**src/rtl/vpu_ctrl_pkg.sv**
```systemverilog
// Shared types and constants for the vector control sequencer: control word layout,
// opcode decode table, FSM states and the per-stage pipeline record.
package vpu_ctrl_pkg;

  localparam int OPC_W    = 4;
  localparam int VLEN_MAX = 8;
  localparam int LANES    = 2;
  localparam int VL_W     = $clog2(VLEN_MAX + 1);
  localparam int LANE_SH  = $clog2(LANES);

  typedef struct packed {
    logic sel_pc;
    logic sel_dest;
    logic reg_rdv;
    logic reg_rds;
    logic sel_op;
    logic sel_ad;
    logic sel_int;
    logic sum_mem;
    logic sel_mem;
    logic sel_data;
    logic mem_wr;
    logic sel_wb;
    logic reg_wrv;
    logic reg_wrs;
  } ctrl_t;

  typedef enum logic [1:0] {
    IDLE,
    ISSUE,
    FLUSH
  } state_e;

  typedef struct packed {
    logic             valid;
    ctrl_t            ctrl;
    logic [OPC_W-1:0] opcode;
    logic [LANES-1:0] lane_mask;
    logic [VL_W-1:0]  elem_base;
    logic             last;
  } stage_t;

  // Index 15 is the leftmost entry.
  localparam logic [15:0][13:0] DECODE_TABLE = {
    14'b11100001011000,  // F
    14'b01100000010010,  // E
    14'b00010100000101,  // D
    14'b01000000000101,  // C
    14'b00110010000100,  // B
    14'b00110010000100,  // A
    14'b00111010000100,  // 9
    14'b00111010000100,  // 8
    14'b00111010000100,  // 7
    14'b00111010000100,  // 6
    14'b00110010000100,  // 5
    14'b01100000111000,  // 4
    14'b01100000110010,  // 3
    14'b00100000000110,  // 2
    14'b00100000000110,  // 1
    14'b00000000000000   // 0
  };

  function automatic logic [VL_W-1:0] clamp_vl(input logic [VL_W-1:0] vl);
    return (vl > VL_W'(VLEN_MAX)) ? VL_W'(VLEN_MAX) : vl;
  endfunction

  // Vector ops take ceil(vl/LANES) beats, scalar ops one, opcode 0 none.
  function automatic logic [VL_W-1:0] beat_count(input logic [OPC_W-1:0] opc,
                                                 input ctrl_t            c,
                                                 input logic [VL_W-1:0]  vl);
    logic [VL_W:0] sum;
    sum = {1'b0, clamp_vl(vl)} + (VL_W+1)'(LANES - 1);
    if (opc == '0)
      return '0;
    if (c.reg_rdv || c.reg_wrv)
      return VL_W'(sum >> LANE_SH);
    return VL_W'(1);
  endfunction

endpackage

```
**src/rtl/vpu_ctrl_decode.sv**
```systemverilog
// Combinational opcode to control-word lookup.
module vpu_ctrl_decode
  import vpu_ctrl_pkg::*;
(
  input  logic [OPC_W-1:0] i_opcode,
  output ctrl_t            o_ctrl
);

  assign o_ctrl = ctrl_t'(DECODE_TABLE[i_opcode]);

endmodule

```
**src/rtl/vpu_ctrl_seq.sv**
```systemverilog
// Vector control sequencer: accepts an opcode + length, splits it into LANES-wide beats
// and carries each beat's control word through DEC->EXE->MEM->WB registers.
module vpu_ctrl_seq
  import vpu_ctrl_pkg::*;
(
  input  logic             clk,
  input  logic             rst_n,
  input  logic             i_instr_valid,
  output logic             o_instr_ready,
  input  logic [OPC_W-1:0] i_opcode_in,
  input  logic [VL_W-1:0]  i_vl_in,
  input  logic             i_stall_in,
  output logic             o_dec_valid,
  output logic             o_exe_valid,
  output logic             o_mem_valid,
  output logic             o_wb_valid,
  output logic [13:0]      o_dec_ctrl,
  output logic [13:0]      o_exe_ctrl,
  output logic [13:0]      o_mem_ctrl,
  output logic [13:0]      o_wb_ctrl,
  output logic [OPC_W-1:0] o_exe_opcode,
  output logic [LANES-1:0] o_wb_lane_mask,
  output logic [VL_W-1:0]  o_wb_elem_base,
  output logic             o_busy,
  output logic             o_done,
  output logic             o_pc_redirect
);

  state_e           r_state, w_state_nxt;
  stage_t           r_dec, r_exe, r_mem, r_wb;
  stage_t           w_beat;
  ctrl_t            r_ctrl, w_dec_ctrl, w_src_ctrl;
  logic [OPC_W-1:0] r_opcode, w_src_opcode;
  logic [VL_W-1:0]  r_vl, r_beats, r_beat_idx;
  logic [VL_W-1:0]  w_vl_clamp, w_beats_in;
  logic [VL_W-1:0]  w_src_vl, w_src_beats, w_src_idx, w_elem_base;
  logic             r_zero_done;
  logic             w_accept, w_issue, w_stages_empty, w_pc_redirect;
  logic             w_unused_wb_opcode;

  vpu_ctrl_decode u_decode (
    .i_opcode (i_opcode_in),
    .o_ctrl   (w_dec_ctrl)
  );

  assign w_vl_clamp     = clamp_vl(i_vl_in);
  assign w_beats_in     = beat_count(i_opcode_in, w_dec_ctrl, i_vl_in);
  assign o_instr_ready  = rst_n && (r_state == IDLE) && !i_stall_in;
  assign w_accept       = i_instr_valid && o_instr_ready;
  assign w_issue        = (w_accept && (w_beats_in != '0)) ||
                          ((r_state == ISSUE) && !i_stall_in);
  assign w_stages_empty = !(r_dec.valid || r_exe.valid || r_mem.valid || r_wb.valid);
  assign w_pc_redirect  = (r_state == FLUSH) && w_stages_empty && !i_stall_in;

  // Beat 0 comes straight from the decoder; later beats replay the latched instruction.
  assign w_src_ctrl   = (r_state == IDLE) ? w_dec_ctrl  : r_ctrl;
  assign w_src_opcode = (r_state == IDLE) ? i_opcode_in : r_opcode;
  assign w_src_vl     = (r_state == IDLE) ? w_vl_clamp  : r_vl;
  assign w_src_beats  = (r_state == IDLE) ? w_beats_in  : r_beats;
  assign w_src_idx    = (r_state == IDLE) ? '0          : r_beat_idx;
  assign w_elem_base  = VL_W'(w_src_idx << LANE_SH);

  always_comb begin
    w_beat           = '0;
    w_beat.valid     = 1'b1;
    w_beat.ctrl      = w_src_ctrl;
    w_beat.opcode    = w_src_opcode;
    w_beat.elem_base = w_elem_base;
    w_beat.last      = (w_src_idx + VL_W'(1)) == w_src_beats;
    for (int i = 0; i < LANES; i++)
      w_beat.lane_mask[i] = ({1'b0, w_elem_base} + (VL_W+1)'(i)) < {1'b0, w_src_vl};
  end

  always_comb begin
    w_state_nxt = r_state;
    unique case (r_state)
      IDLE, ISSUE: begin
        if (w_issue && w_beat.last)
          w_state_nxt = w_src_ctrl.sel_pc ? FLUSH : IDLE;
        else if (w_issue)
          w_state_nxt = ISSUE;
      end
      FLUSH: begin
        if (w_pc_redirect)
          w_state_nxt = IDLE;
      end
      default: w_state_nxt = IDLE;
    endcase
  end

  always_ff @(posedge clk or negedge rst_n) begin
    if (!rst_n)
      r_state <= IDLE;
    else if (!i_stall_in)
      r_state <= w_state_nxt;
  end

  always_ff @(posedge clk or negedge rst_n) begin
    if (!rst_n) begin
      r_dec       <= '0;
      r_exe       <= '0;
      r_mem       <= '0;
      r_wb        <= '0;
      r_ctrl      <= '0;
      r_opcode    <= '0;
      r_vl        <= '0;
      r_beats     <= '0;
      r_beat_idx  <= '0;
      r_zero_done <= 1'b0;
    end else if (!i_stall_in) begin
      r_wb        <= r_mem;
      r_mem       <= r_exe;
      r_exe       <= r_dec;
      r_dec       <= w_issue ? w_beat : '0;
      r_zero_done <= w_accept && (w_beats_in == '0);
      if (w_accept) begin
        r_ctrl     <= w_dec_ctrl;
        r_opcode   <= i_opcode_in;
        r_vl       <= w_vl_clamp;
        r_beats    <= w_beats_in;
        r_beat_idx <= VL_W'(1);
      end else if (w_issue) begin
        r_beat_idx <= r_beat_idx + VL_W'(1);
      end
    end
  end

  assign o_dec_valid    = r_dec.valid;
  assign o_exe_valid    = r_exe.valid;
  assign o_mem_valid    = r_mem.valid;
  assign o_wb_valid     = r_wb.valid;
  assign o_dec_ctrl     = r_dec.valid ? 14'(r_dec.ctrl) : '0;
  assign o_exe_ctrl     = r_exe.valid ? 14'(r_exe.ctrl) : '0;
  assign o_mem_ctrl     = r_mem.valid ? 14'(r_mem.ctrl) : '0;
  assign o_wb_ctrl      = r_wb.valid  ? 14'(r_wb.ctrl)  : '0;
  assign o_exe_opcode   = r_exe.opcode;
  assign o_wb_lane_mask = r_wb.lane_mask;
  assign o_wb_elem_base = r_wb.elem_base;
  assign o_busy         = (r_state != IDLE) || !w_stages_empty;
  assign o_done         = !i_stall_in && (r_zero_done || (r_wb.valid && r_wb.last));
  assign o_pc_redirect  = w_pc_redirect;

  assign w_unused_wb_opcode = ^r_wb.opcode;

endmodule
```
**config.mk**
```make
export PLATFORM = sky130hd
export DESIGN_NAME = vpu_ctrl_seq
export DESIGN_NICKNAME = d
export VERILOG_FILES = /design/src/rtl/vpu_ctrl_pkg.sv /design/src/rtl/vpu_ctrl_decode.sv /design/src/rtl/vpu_ctrl_seq.sv
export SDC_FILE = /design/constraint.sdc
export NUM_CORES = 1
export LEC_CHECK = 0
export ABC_AREA = 1
export CORE_MARGIN = 10
export CORE_UTILIZATION = 24
export CTS_CLUSTER_DIAMETER = 150
export DETAILED_ROUTE_END_ITERATION = 8
export DONT_BUFFER_PORTS = 1
export PLACE_DENSITY = 0.35
export RECOVER_POWER = 50
export SETUP_SLACK_MARGIN = 0.15
export SYNTH_ARGS = -nofsm -noshare
export SYNTH_HDL_FRONTEND = slang
export SYNTH_SLANG_ARGS = --single-unit
```
**constraint.sdc**
```tcl
create_clock -name clk -period 5.8 [get_ports clk]
set_input_delay 0.29 -clock clk [delete_from_list [all_inputs] [get_ports clk]]
set_output_delay 0.29 -clock clk [all_outputs]
set_load 0.05 [all_outputs]
```
* After elaboration in Yosys (flattened, before gate mapping)
Memory sizes are Yosys's and may differ from the RTL's.
Cells that the tools add are included.
Widths: inputs -> output; s select.
** Storage, ports and cells
- Memories kept :: 1
- Input port bits :: 12
- Output and inout bits :: 74
- Flip-flop bits (word level) :: 129
- Logic and storage cells :: 165
- Bits in read-only memories :: 224
** Memories
- (no name shown) :: words 16, bits a word 14, read ports 1, clocked after memory_dff 0, write ports 0, line vpu_ctrl_decode.sv:9 : assign o_ctrl = ctrl_t'(DECODE_TABLE[i_opcode]);
** Cells by class
- $lt $le $gt $ge :: 4
- Muxes and demuxes :: 26
- Add/sub/neg operators :: 4
- Bitwise logic cells :: 1
- Reductions and logical operators :: 30
- Equality and inequality tests :: 5
** Operators by type and width (number)
- $mux 14 :: 6
- $mux 4 :: 11
- $mux 26 :: 1
- $logic_and 1x1->1 :: 11
- $add 4x1->5 const B :: 2
- $add 4x1->4 const B :: 2
- $logic_not 4->1 :: 2
- $mux 2 :: 4
- $logic_or 1x1->1 :: 7
- $lt 4x5->1 const B :: 1
- $lt 5x4->1 :: 1
- $eq 4x4->1 :: 1
- $gt 4x4->1 const B :: 1
- $lt 4x4->1 :: 1
- $pmux 2 s2 :: 1
- $reduce_and 2->1 :: 2
- $reduce_bool 2->1 :: 2
- $reduce_bool 4->1 :: 1
- $mux 1 :: 3
- $ne 3x3->1 const B :: 1
- $reduce_and 3->1 :: 1
- $eq 2x1->1 const B :: 1
- $eq 2x2->1 const B :: 1
- $logic_not 1->1 :: 2
- 4 further kinds :: 4

* Depth between registers and ports, before layout
- Word-level depth :: 13
- Mapped depth :: 16
- Mapped depth without buffers :: 16

* By module
A second synthesis with hierarchy kept.
** Unflattened totals
- Cell total of the unflattened synthesis :: 784
- Area total of the unflattened synthesis :: 6288.5 um^2
** By module, submodules not included
- vpu_ctrl_seq :: times used 1, area each 5989.5 um^2, cells an instance 738, sequential area each 3128.0 um^2
- vpu_ctrl_decode :: times used 1, area each 299.0 um^2, cells an instance 46, sequential area each 0.0 um^2

* Worst setup path after synthesis
No wires, ideal clock.
- Path type :: reg-to-output
- From :: register r_wb, in the netlist o_wb_valid
- To :: output o_pc_redirect
- Buffers on the path :: 1
- Required time :: 5.510 ns
- Cell stages (with the launch flop) :: 5
- Slack :: 3.645 ns
- Arrival time :: 1.865 ns
- Cell sequence :: dfrtp_1 -> clkbuf_1 -> nor4_1 -> nand2_1 -> nor2_1
** On the way
- Longest elaborated chain between the ends :: 4
** Ends and longest elaborated chain
- start, declared :: line vpu_ctrl_seq.sv:30 : stage_t r_dec, r_exe, r_mem, r_wb;
- start signal, assigned :: line vpu_ctrl_seq.sv:111 : r_wb <= r_mem;
- $logic_or 1x1->1 :: line vpu_ctrl_seq.sv:52 : assign w_stages_empty = !(r_dec.valid || r_exe.valid || r_mem.valid || r_wb.valid);
- $logic_not 1->1 :: line vpu_ctrl_seq.sv:52
- $logic_and 1x1->1 (2 in a row) :: line vpu_ctrl_seq.sv:53 : assign w_pc_redirect = (r_state == FLUSH) && w_stages_empty && !i_stall_in;
- end, declared :: line vpu_ctrl_seq.sv:26 : output logic o_pc_redirect
Every way passes these cells.

==> results.yml <==
timing:
  setup_tns_ps: 0
  period_share: 0.552
  fin_crit_ps: 3200
  hold_viol_final: 0
  fmax_mhz: 312
  slew_violations: 121
  tightest_slew_ps: 3040
  setup_viol: 0
  setup_ws_ps: 2600
  fin_skew_ps: 7.68
  relSlewSlack: -1.03
  rsz0062_at_grt: "no"
clock_network:
  clock-sinks: 120
  post_cts_resized: 0
  cts_max_level: 4
  cts_tree: "yes"
  cts-buffers-inserted: 17
  clk_pin_slew_worst_paths_ps: 50
  cts_max_path_buffers: 2
  worstSkewPairLatency_ps: 410
  cts.root.buffer_cell: "clkbuf_16"
die:
  die_w_microns: 176
  die_y_microns: 176
  initial_utilization: 0.243
  io_pins: 86
  num_rows: 57
  coreArea_sq_um: 24200
  die_area_sq_um: 31100
placement:
  place_congestion: 0.717
  pre_cts_slack_ps: 2760
  hpwl_microns: 10700
  dp.cells: 1005
  io_buffer_count: 0
setup_path:
  crit_path_end_kind: "async pin"
  startpoint: "rst_n"
  crit_type: "primary input to async pin"
  critical_path.reg2reg.endpoint: "r_vl[3]$_DFFE_PN0P_"
  cpMaxStageDelayCell: "clkbuf_2"
  worstPathRequired_ps: 5630
  cp-start-kind: "primary input"
  rr_startpoint: "r_state[0]$_DFFE_PN0P_"
  rr_worst_depth: 8
  worstPathBufferInverterCount: 2
  path_cells: "dlygate4sd3_1 > clkbuf_2"
  arrival_ps: 3040
  path_delay_family: "buffers and inverters"
  crit_cells: 2
  max_stage_delay_ps: 2080
  crit_fanout: 120
  setup.reg_to_reg.worst_slack_ps: 2980
grt:
  globalRouteTotalUtil: 0.107
  grt_max_degree: 121
  grt_overflow_total: 0
  antenna_found_initial: 1
  grt_pass1_wl_microns: 26000
  grt_pass1_vias: 4456
synthesis:
  ys_seq_area_frac: 0.512
  yosys_warnings: 0
  synth_top_cell_by_area: "dfrtp_1"
  synth.avg_cell_area_sq_um: 8.08
  netlist_instances: 726
  synth-seq-cells: 120
  synth_nets: 749
  synth_area_leaders: "dfrtp_1 (51%), nand2_1 (13%), inv_1 (8.6%)"
  synth_top_area_frac: 0.512
  synthDistinctLibCells: 34
  syn_area_sq_um: 5860
hold_path:
  hold_path.class: "primary input to flop"
  hold_depth: 2
  min_from: "i_stall_in"
  hold-path-endpoint: "r_exe[12]$_DFFE_PN0N_"
cells_and_area:
  drive_gt1_frac: 0.0919
  area_growth_pct: 14.9
  layout_common_cells: "nand2_1 (202), inv_1 (135), dfrtp_1 (120), o21ai_0 (100), nor2_1 (20)"
  final_util: 0.279
  final_cells: 1042
  final_common_cell: "nand2_1"
  finalNetCount: 730
  insertedDiodeCount: 0
power_and_ir_drop:
  leakage_nw: 3.46
  powerDensity_nw_per_um2: 531
  peakVddDrop_mv: 0.176
  finalPower_w: 0.00358
drt:
  drt_iter0_markers: 290
  antenna_left: 0
  num_vias: 4396
  routedWlPerCell_microns: 15.6
  dr.pass1.iters: 4
  vias_per_cell: 4.22
  drt_wl_total_microns: 16300
  drc: 0
outcome:
  status: "finished, violations left"
  violations: "max-capacitance violations, max-slew violations"
run:
  maxCapViolations: 1
logic make-up after synthesis:
group | after synthesis | share of synthesized area
AOI/OAI and AO/OA | 147 | 0.146
xor gates and xnor gates | 1 | 0.00149
adders and majority gates | 11 | 0.0235
buffers and inverters | 188 | 0.134
DFF | 120 | 0.512
other | 1 | 0.000639
and+or+nand+nor | 258 | 0.182
metal layers:
metal,wire [microns],track usage,up-vias
li1,-,-,2184
met1,8070,0.149,2110
met2,6960,0.152,100
met5,0,0,-
met4,42,0.0318,0
met3,1200,0.0363,2
flip-flops by register name, indices dropped and copies added, names as in the netlist:
| register | count |
|---|---|
| o_dec_valid | 1 |
| o_exe_opcode | 4 |
| o_exe_valid | 1 |
| o_mem_valid | 1 |
| o_wb_elem_base | 3 |
| o_wb_lane_mask | 2 |
| o_wb_valid | 1 |
| r_beat_idx | 4 |
| r_beats | 4 |
| r_ctrl | 13 |
| r_dec | 23 |
| r_exe | 19 |
| r_mem | 19 |
| r_opcode | 4 |
| r_state | 2 |
| r_vl | 4 |
| r_wb | 14 |
| r_zero_done | 1 |
repair_timing:
action | 4_1_cts | 5_1_grt
buffers inserted | 0 | 0
hold buffers | 7 | 0
hold endpoints to repair | 165 | 0
power by group:
part           total (W)  internal (W)  switching (W)  leakage [nW]
clock network    0.00113      0.000761       0.000368         0.305
registers        0.00140       0.00112       0.000280          1.59
logic            0.00104      0.000267       0.000776          1.57
total            0.00358       0.00215        0.00142          3.46
cells in the mapped netlist (all sizes together):
cell type / instances
nand4: 2
o31ai: 1
a21oi: 10
clkbuf: 24
o21ai: 109
conb: 1
o221ai: 1
o21a: 3
a2bb2oi: 1
dfrtp: 120
ha: 11
nand2: 212
nor3b: 1
inv: 139
or2: 2
xor2: 1
nand3b: 1
nor4: 1
nand3: 18
o22ai: 22
buf: 25
nor2: 21
through the flow:
stage / instance area (sq um) / hold slack [ps]
final: 6740 / 24.2
after global placement: 6040 / 2.28
after floorplan: 5860 / -5.59
after global routing: 6740 / 4.70
after detailed placement: 6040 / 2.67
after CTS: 6760 / 0.603
worst max path at each step:
stage | end | slack (ps)
final | r_ctrl[13]$_DFFE_PN0P_ | 2600
after global routing | r_dec[14]$_DFFE_PN0N_ | 1900
after CTS | o_pc_redirect | 2540
after detailed placement | r_vl[3]$_DFFE_PN0P_ | 2760
after global placement | r_vl[3]$_DFFE_PN0P_ | 2810
after floorplan | o_pc_redirect | 3650
cell type report:
| cell class | count | area [sq um] |
|---|---|---|
| Clock buffer | 23 | 488 |
| Clock inverter | 7 | 141 |
| Fill cell | 2637 | 17400 |
| Inverter | 139 | 524 |
| Multi-Input combinational cell | 418 | 2070 |
| Sequential cell | 120 | 3000 |
| Tap cell | 324 | 405 |
| Timing Repair Buffer | 11 | 105 |
No activity file was read; power rests on OpenSTA's default activity.
